## config.mk

```make
export PLATFORM = sky130hd
export DESIGN_NAME = ysyx_22041461_wbu
export DESIGN_NICKNAME = d
export VERILOG_FILES = /design/src/rtl/ysyx_22041461_wbu.sv
export SDC_FILE = /design/constraint.sdc
export NUM_CORES = 1
export LEC_CHECK = 0
export BUFFER_PORTS_ARGS = -buffer_cell sky130_fd_sc_hd__buf_2
export CAP_MARGIN = 20
export CORE_AREA = 3 3 216 218
export CTS_BUF_LIST = sky130_fd_sc_hd__clkbuf_16
export DETAILED_ROUTE_END_ITERATION = 7
export DIE_AREA = 0 0 219 221
export SLEW_MARGIN = 20
export SYNTH_ARGS = -nofsm -noshare
export SYNTH_HDL_FRONTEND = slang
export SYNTH_SLANG_ARGS = --single-unit
```

## constraint.sdc

```tcl
create_clock -name clk -period 1.7 [get_ports clk]
set_input_delay 0.34 -clock clk [delete_from_list [all_inputs] [get_ports clk]]
set_output_delay 0.34 -clock clk [all_outputs]
set_load 0.01 [all_outputs]
```

## src/rtl/ysyx_22041461_wbu.sv

```systemverilog
// ysyx_22041461_wbu -- write-back unit.
//
// Collects results from the EXU and LSU, arbitrates them onto the single
// register-file write port (LSU has fixed priority) and keeps a 32-entry
// busy scoreboard so decode can stall on read-after-write hazards.
//
// Ports:
//   clk, rst                 clock, synchronous active-low reset
//   iss_valid, iss_rd        decode issue of a register writer (sets busy)
//   rs1, rs2                 source indices read by decode
//   rs1_busy, rs2_busy       source has a pending write
//   rs1_byp, rs2_byp         bypass data (bypass build only, else 0)
//   exu_valid/ready/sel/rd   EXU result handshake, select and destination
//   exu_dest/pc/snpc/imm     EXU candidate write values
//   lsu_valid/ready/rd/mem   LSU load result handshake, destination, data
//   wb_wen, wb_rd, wb_data   registered register-file write port
//
// Optional feature: define YSYX_22041461_WB_BYPASS_EN to forward the value
// being written back this cycle to a matching source and suppress its busy.

module ysyx_22041461_wbu (
    input  logic        clk,
    input  logic        rst,
    input  logic        iss_valid,
    input  logic [4:0]  iss_rd,
    input  logic [4:0]  rs1,
    input  logic [4:0]  rs2,
    output logic        rs1_busy,
    output logic        rs2_busy,
    output logic [63:0] rs1_byp,
    output logic [63:0] rs2_byp,
    input  logic        exu_valid,
    output logic        exu_ready,
    input  logic [2:0]  exu_sel,
    input  logic [4:0]  exu_rd,
    input  logic [63:0] exu_dest,
    input  logic [63:0] exu_pc,
    input  logic [63:0] exu_snpc,
    input  logic [63:0] exu_imm,
    input  logic        lsu_valid,
    output logic        lsu_ready,
    input  logic [4:0]  lsu_rd,
    input  logic [63:0] lsu_mem,
    output logic        wb_wen,
    output logic [4:0]  wb_rd,
    output logic [63:0] wb_data
);

    logic        wb_wen_q,  wb_wen_d;
    logic [4:0]  wb_rd_q,   wb_rd_d;
    logic [63:0] wb_data_q, wb_data_d;
    logic [31:0] busy_q,    busy_d;

    logic [63:0] exu_val;
    logic        exu_wr;

    // LSU always wins; EXU only proceeds when no load is presented.
    assign lsu_ready = 1'b1;
    assign exu_ready = ~lsu_valid;

    always_comb begin
        exu_val = 64'd0;
        exu_wr  = 1'b0;
        case (exu_sel)
            3'b001: begin exu_val = exu_dest; exu_wr = 1'b1; end
            3'b010: begin exu_val = exu_pc;   exu_wr = 1'b1; end
            3'b011: begin exu_val = exu_snpc; exu_wr = 1'b1; end
            3'b100: begin exu_val = exu_imm;  exu_wr = 1'b1; end
            default: begin exu_val = 64'd0;   exu_wr = 1'b0; end
        endcase
    end

    always_comb begin
        wb_wen_d  = 1'b0;
        wb_rd_d   = wb_rd_q;
        wb_data_d = wb_data_q;
        if (lsu_valid) begin
            wb_wen_d  = (lsu_rd != 5'd0);
            wb_rd_d   = lsu_rd;
            wb_data_d = lsu_mem;
        end else if (exu_valid) begin
            // No-write selects and rd 0 are consumed without a write.
            wb_wen_d  = exu_wr && (exu_rd != 5'd0);
            wb_rd_d   = exu_rd;
            wb_data_d = exu_val;
        end
    end

    always_comb begin
        busy_d = busy_q;
        if (wb_wen_q) begin
            busy_d[wb_rd_q] = 1'b0;
        end
        // Applied after the clear: a newer producer in flight must stay busy.
        if (iss_valid) begin
            busy_d[iss_rd] = 1'b1;
        end
        busy_d[0] = 1'b0;
    end

    always_ff @(posedge clk) begin
        if (!rst) begin
            wb_wen_q  <= 1'b0;
            wb_rd_q   <= 5'd0;
            wb_data_q <= 64'd0;
            busy_q    <= 32'd0;
        end else begin
            wb_wen_q  <= wb_wen_d;
            wb_rd_q   <= wb_rd_d;
            wb_data_q <= wb_data_d;
            busy_q    <= busy_d;
        end
    end

    assign wb_wen  = wb_wen_q;
    assign wb_rd   = wb_rd_q;
    assign wb_data = wb_data_q;

`ifdef YSYX_22041461_WB_BYPASS_EN
    logic hit1, hit2;

    assign hit1     = wb_wen_q && (wb_rd_q == rs1) && (rs1 != 5'd0);
    assign hit2     = wb_wen_q && (wb_rd_q == rs2) && (rs2 != 5'd0);
    assign rs1_busy = busy_q[rs1] & ~hit1;
    assign rs2_busy = busy_q[rs2] & ~hit2;
    assign rs1_byp  = hit1 ? wb_data_q : 64'd0;
    assign rs2_byp  = hit2 ? wb_data_q : 64'd0;
`else
    assign rs1_busy = busy_q[rs1];
    assign rs2_busy = busy_q[rs2];
    assign rs1_byp  = 64'd0;
    assign rs2_byp  = 64'd0;
`endif

endmodule

```

==> impl_metrics.yaml <==
outcome:
  outcome: "finished with violations"
  violations: "setup timing"
critical_path:
  worst_r2r_path_depth: 3
  required_ps: 1360
  cp.arrival_ps: 1690
  worstPathMaxFanout: 3
  worstSetupEndpointType: "primary output"
  critPathKind: "reg2out"
  worst_r2r_endpoint: "busy_q[28]"
  start_kind: "register"
  r2r_setup_slack_ps: 270
  r2r-start: "wb_wen"
logic_synthesis:
  synth-compound-area-share: 0.356
  synth_top_family_by_area: "compound AO/OA/AOI/OAI gates"
  muxShareOfSynthArea: 0.0473
  yosys.area_share.adder: 0
  netlist-cell-type-count: 45
  synthCells: 975
  yosys.area_share.simple: 0.148
  synth-seq-cells: 101
  yosysWarnings: 0
  postSynth.asyncResetShare: 0
  synthXorXnorAreaFrac: 0
  synth_top_flop_cell: "dfxtp_1"
  avgSynthCellArea_sq_um: 7.93
  ys_seq_area_frac: 0.262
  synth_edf_count: 0
  synth_area_sq_um: 7730
sta:
  hold_viol: 0
  fmax_ghz: 0.493
  layout_min_cycle_time_ps: 2030
  final-max-slew-violation-count: 0
  setup_ws_ps: -329
  finClkSkew_ps: 4.50
  min_period_over_period: 1.19
  rsz0062_at_grt: "true"
  worst_slew_pin_slew_ps: 511
  setup_viol: 2
  tns_ps: -631
  maxSlewHeadroom: 0.659
grt:
  busiest_layer: "met2"
  gr-total-overflow: 0
  antenna_found_initial: 7
  grt_util_met2: 0.202
  grt_pass1_wl_microns: 46900
  use_met1: 0.152
  grt_util_met3: 0.0389
  grt.total_usage: 0.125
  grt_pass1_vias: 8170
  grt_max_degree: 67
layout:
  fin_area_sq_um: 10500
  stdcell_count: 1982
  layout.nets: 1725
  drive_gt1_frac: 0.378
  fin_util: 0.233
  syn_to_final_growth_pct: 35.6
  fill_cells: 5014
drt:
  routed_wl_microns: 31800
  viasPerCell: 4.31
  drt_pre_antenna_iters: 5
  avgRoutedWirePerCell_microns: 16.0
  drc: 0
  drtAntennaViolNets: 0
  drtIter0Drc: 478
  vias: 8551
min_path:
  min_path_cells: 2
  hold_class: "in2reg"
  hp-start: "lsu_rd[1]"
  hold_end: "wb_rd[1]"
clock_tree:
  htree_levels: 3
  clk_pin_slew_ps: 70
  cts_sinks: 101
  clockBufferDepth: 2
  clk_latency_ps: 380
  ctsHoldBuffers: 0
  cts_inserted_buffers: 9
  cts_tree: "yes"
  cts-root-buf: "clkbuf_16"
die:
  start_util: 0.171
  core_region_area_sq_um: 45100
  num_rows: 78
  die_x_microns: 219
  io_pins: 555
  fp.dieH_microns: 221
  die-area_sq_um: 48400
pwr:
  pwr_density_cell_nw_per_um2: 619
  swShare: 0.324
  internal_power_mw: 4.39
  power.switching_mw: 2.10
  ir_worst_vdd_uv: 372
  p_clk_frac: 0.354
  pwr-share-seq: 0.393
  power_frac_comb: 0.252
  p_leak_nw: 4.58
place:
  port_buffers: 425
  dpl-instance-area_sq_um: 10100
  place_inst: 1961
  dp_slack_ps: -251
  gp_routability_congestion: 0.922
  hpwl_microns: 26000
run:
  cap_violations: 0
timing repair:
action                     CTS  global route
setup endpoints to repair    2             2
buffers inserted             0             0
pin swaps                    2             2
gates resized for setup      4             2
critical path, stage by stage (launching register included):
cell	delay, ps
dfxtp_2	330
mux4_2	470
nand2b_4	150
o211ai_1	90
nand4_1	110
buf_2	150
layout by cell type, fill, tap and decap left out, drive strengths merged, types with 6 or more instances in the layout:
master / Yosys / routed
nand3: 10 / 10
inv: 3 / 7
nand2: 108 / 108
mux2i: 23 / 23
a21oi: 70 / 70
conb: 2 / 129
dfxtp: 101 / 101
a22oi: 132 / 132
clkbuf: 30 / 9
a21boi: 31 / 31
nor2: 11 / 11
o21a: 64 / 64
nand2b: 68 / 68
mux4: 6 / 6
buf: 177 / 466
nor3b: 7 / 7
o21ai: 97 / 97
cell families (layout without fill, tap and decap cells):
kind of cell / after synthesis / after routing
AO/OA/AOI/OAI: 407 / 407
AND/OR/NAND/NOR: 226 / 226
buffers and inverters: 210 / 485
flip-flops: 101 / 101
multiplexers: 29 / 29
other: 2 / 134
power by group through the flow:
stage,Clock [mW],Sequential [mW],Combinational [mW]
after floorplan,0,2.62,1.00
after global placement,0,2.60,1.60
after detailed placement,0,2.61,1.62
after CTS,2.42,2.55,1.63
after global routing,2.50,2.56,1.80
final,2.30,2.55,1.64
worst max path at each step:
stage	from	to	slack, ps	cells after the start
6_report	busy_q[7]	rs2_busy	-330	5
3_5_place_dp	exu_sel[2]	wb_data[62]	-250	6
5_1_grt	busy_q[7]	rs2_busy	-400	5
2_1_floorplan	rs1[0]	rs1_busy	20	5
3_3_place_gp	exu_sel[2]	wb_data[62]	-210	6
4_1_cts	busy_q[7]	rs2_busy	-360	5
registers in the layout, indices dropped and copies added, names as in the netlist:
| name | cells |
|---|---|
| wb_data | 64 |
| busy_q | 31 |
| wb_rd | 5 |
| wb_wen | 1 |
area by class of cell:
type / instances / area, sq um / share of cell area
Inverter: 3 / 11.3 / 0.00107
Clock inverter: 7 / 90.1 / 0.00859
Tap cell: 600 / 751 / 0.0716
Timing Repair Buffer: 466 / 2560 / 0.245
Antenna cell: 5 / 12.5 / 0.00119
Multi-Input combinational cell: 791 / 4810 / 0.458
Sequential cell: 101 / 2020 / 0.193
Clock buffer: 9 / 225 / 0.0215
synth_stat cells, types with 12 or more instances:
cell	n	area, sq um
nand2b_1	68	425
dfxtp_1	101	2020
o21ai_1	12	60.1
o21ai_0	85	425
nand2_1	108	405
mux2i_1	23	230
a21oi_1	66	330
clkbuf_1	30	113
a22oi_1	116	871
buf_4	133	998
buf_6	12	135
buf_2	25	125
a22oi_2	16	200
a21boi_0	24	180
o21a_1	64	480
per-stage QoR:
stage / hold WS (ps) / power [mW]
finish: 196 / 6.49
global route: 181 / 6.87
CTS: 166 / 6.61
detailed placement: 496 / 4.23
global placement: 485 / 4.20
floorplan: 464 / 3.63
per-layer routing:
metal / wire length [microns] / vias to the layer above / share of wire
met1: 12800 / 4025 / 0.40
met5: 0 / - / 0
met4: 1290 / 0 / 0.040
met3: 2760 / 56 / 0.087
li1: - / 4031 / -
met2: 14900 / 439 / 0.47
Power figures use the tool's default switching activity.
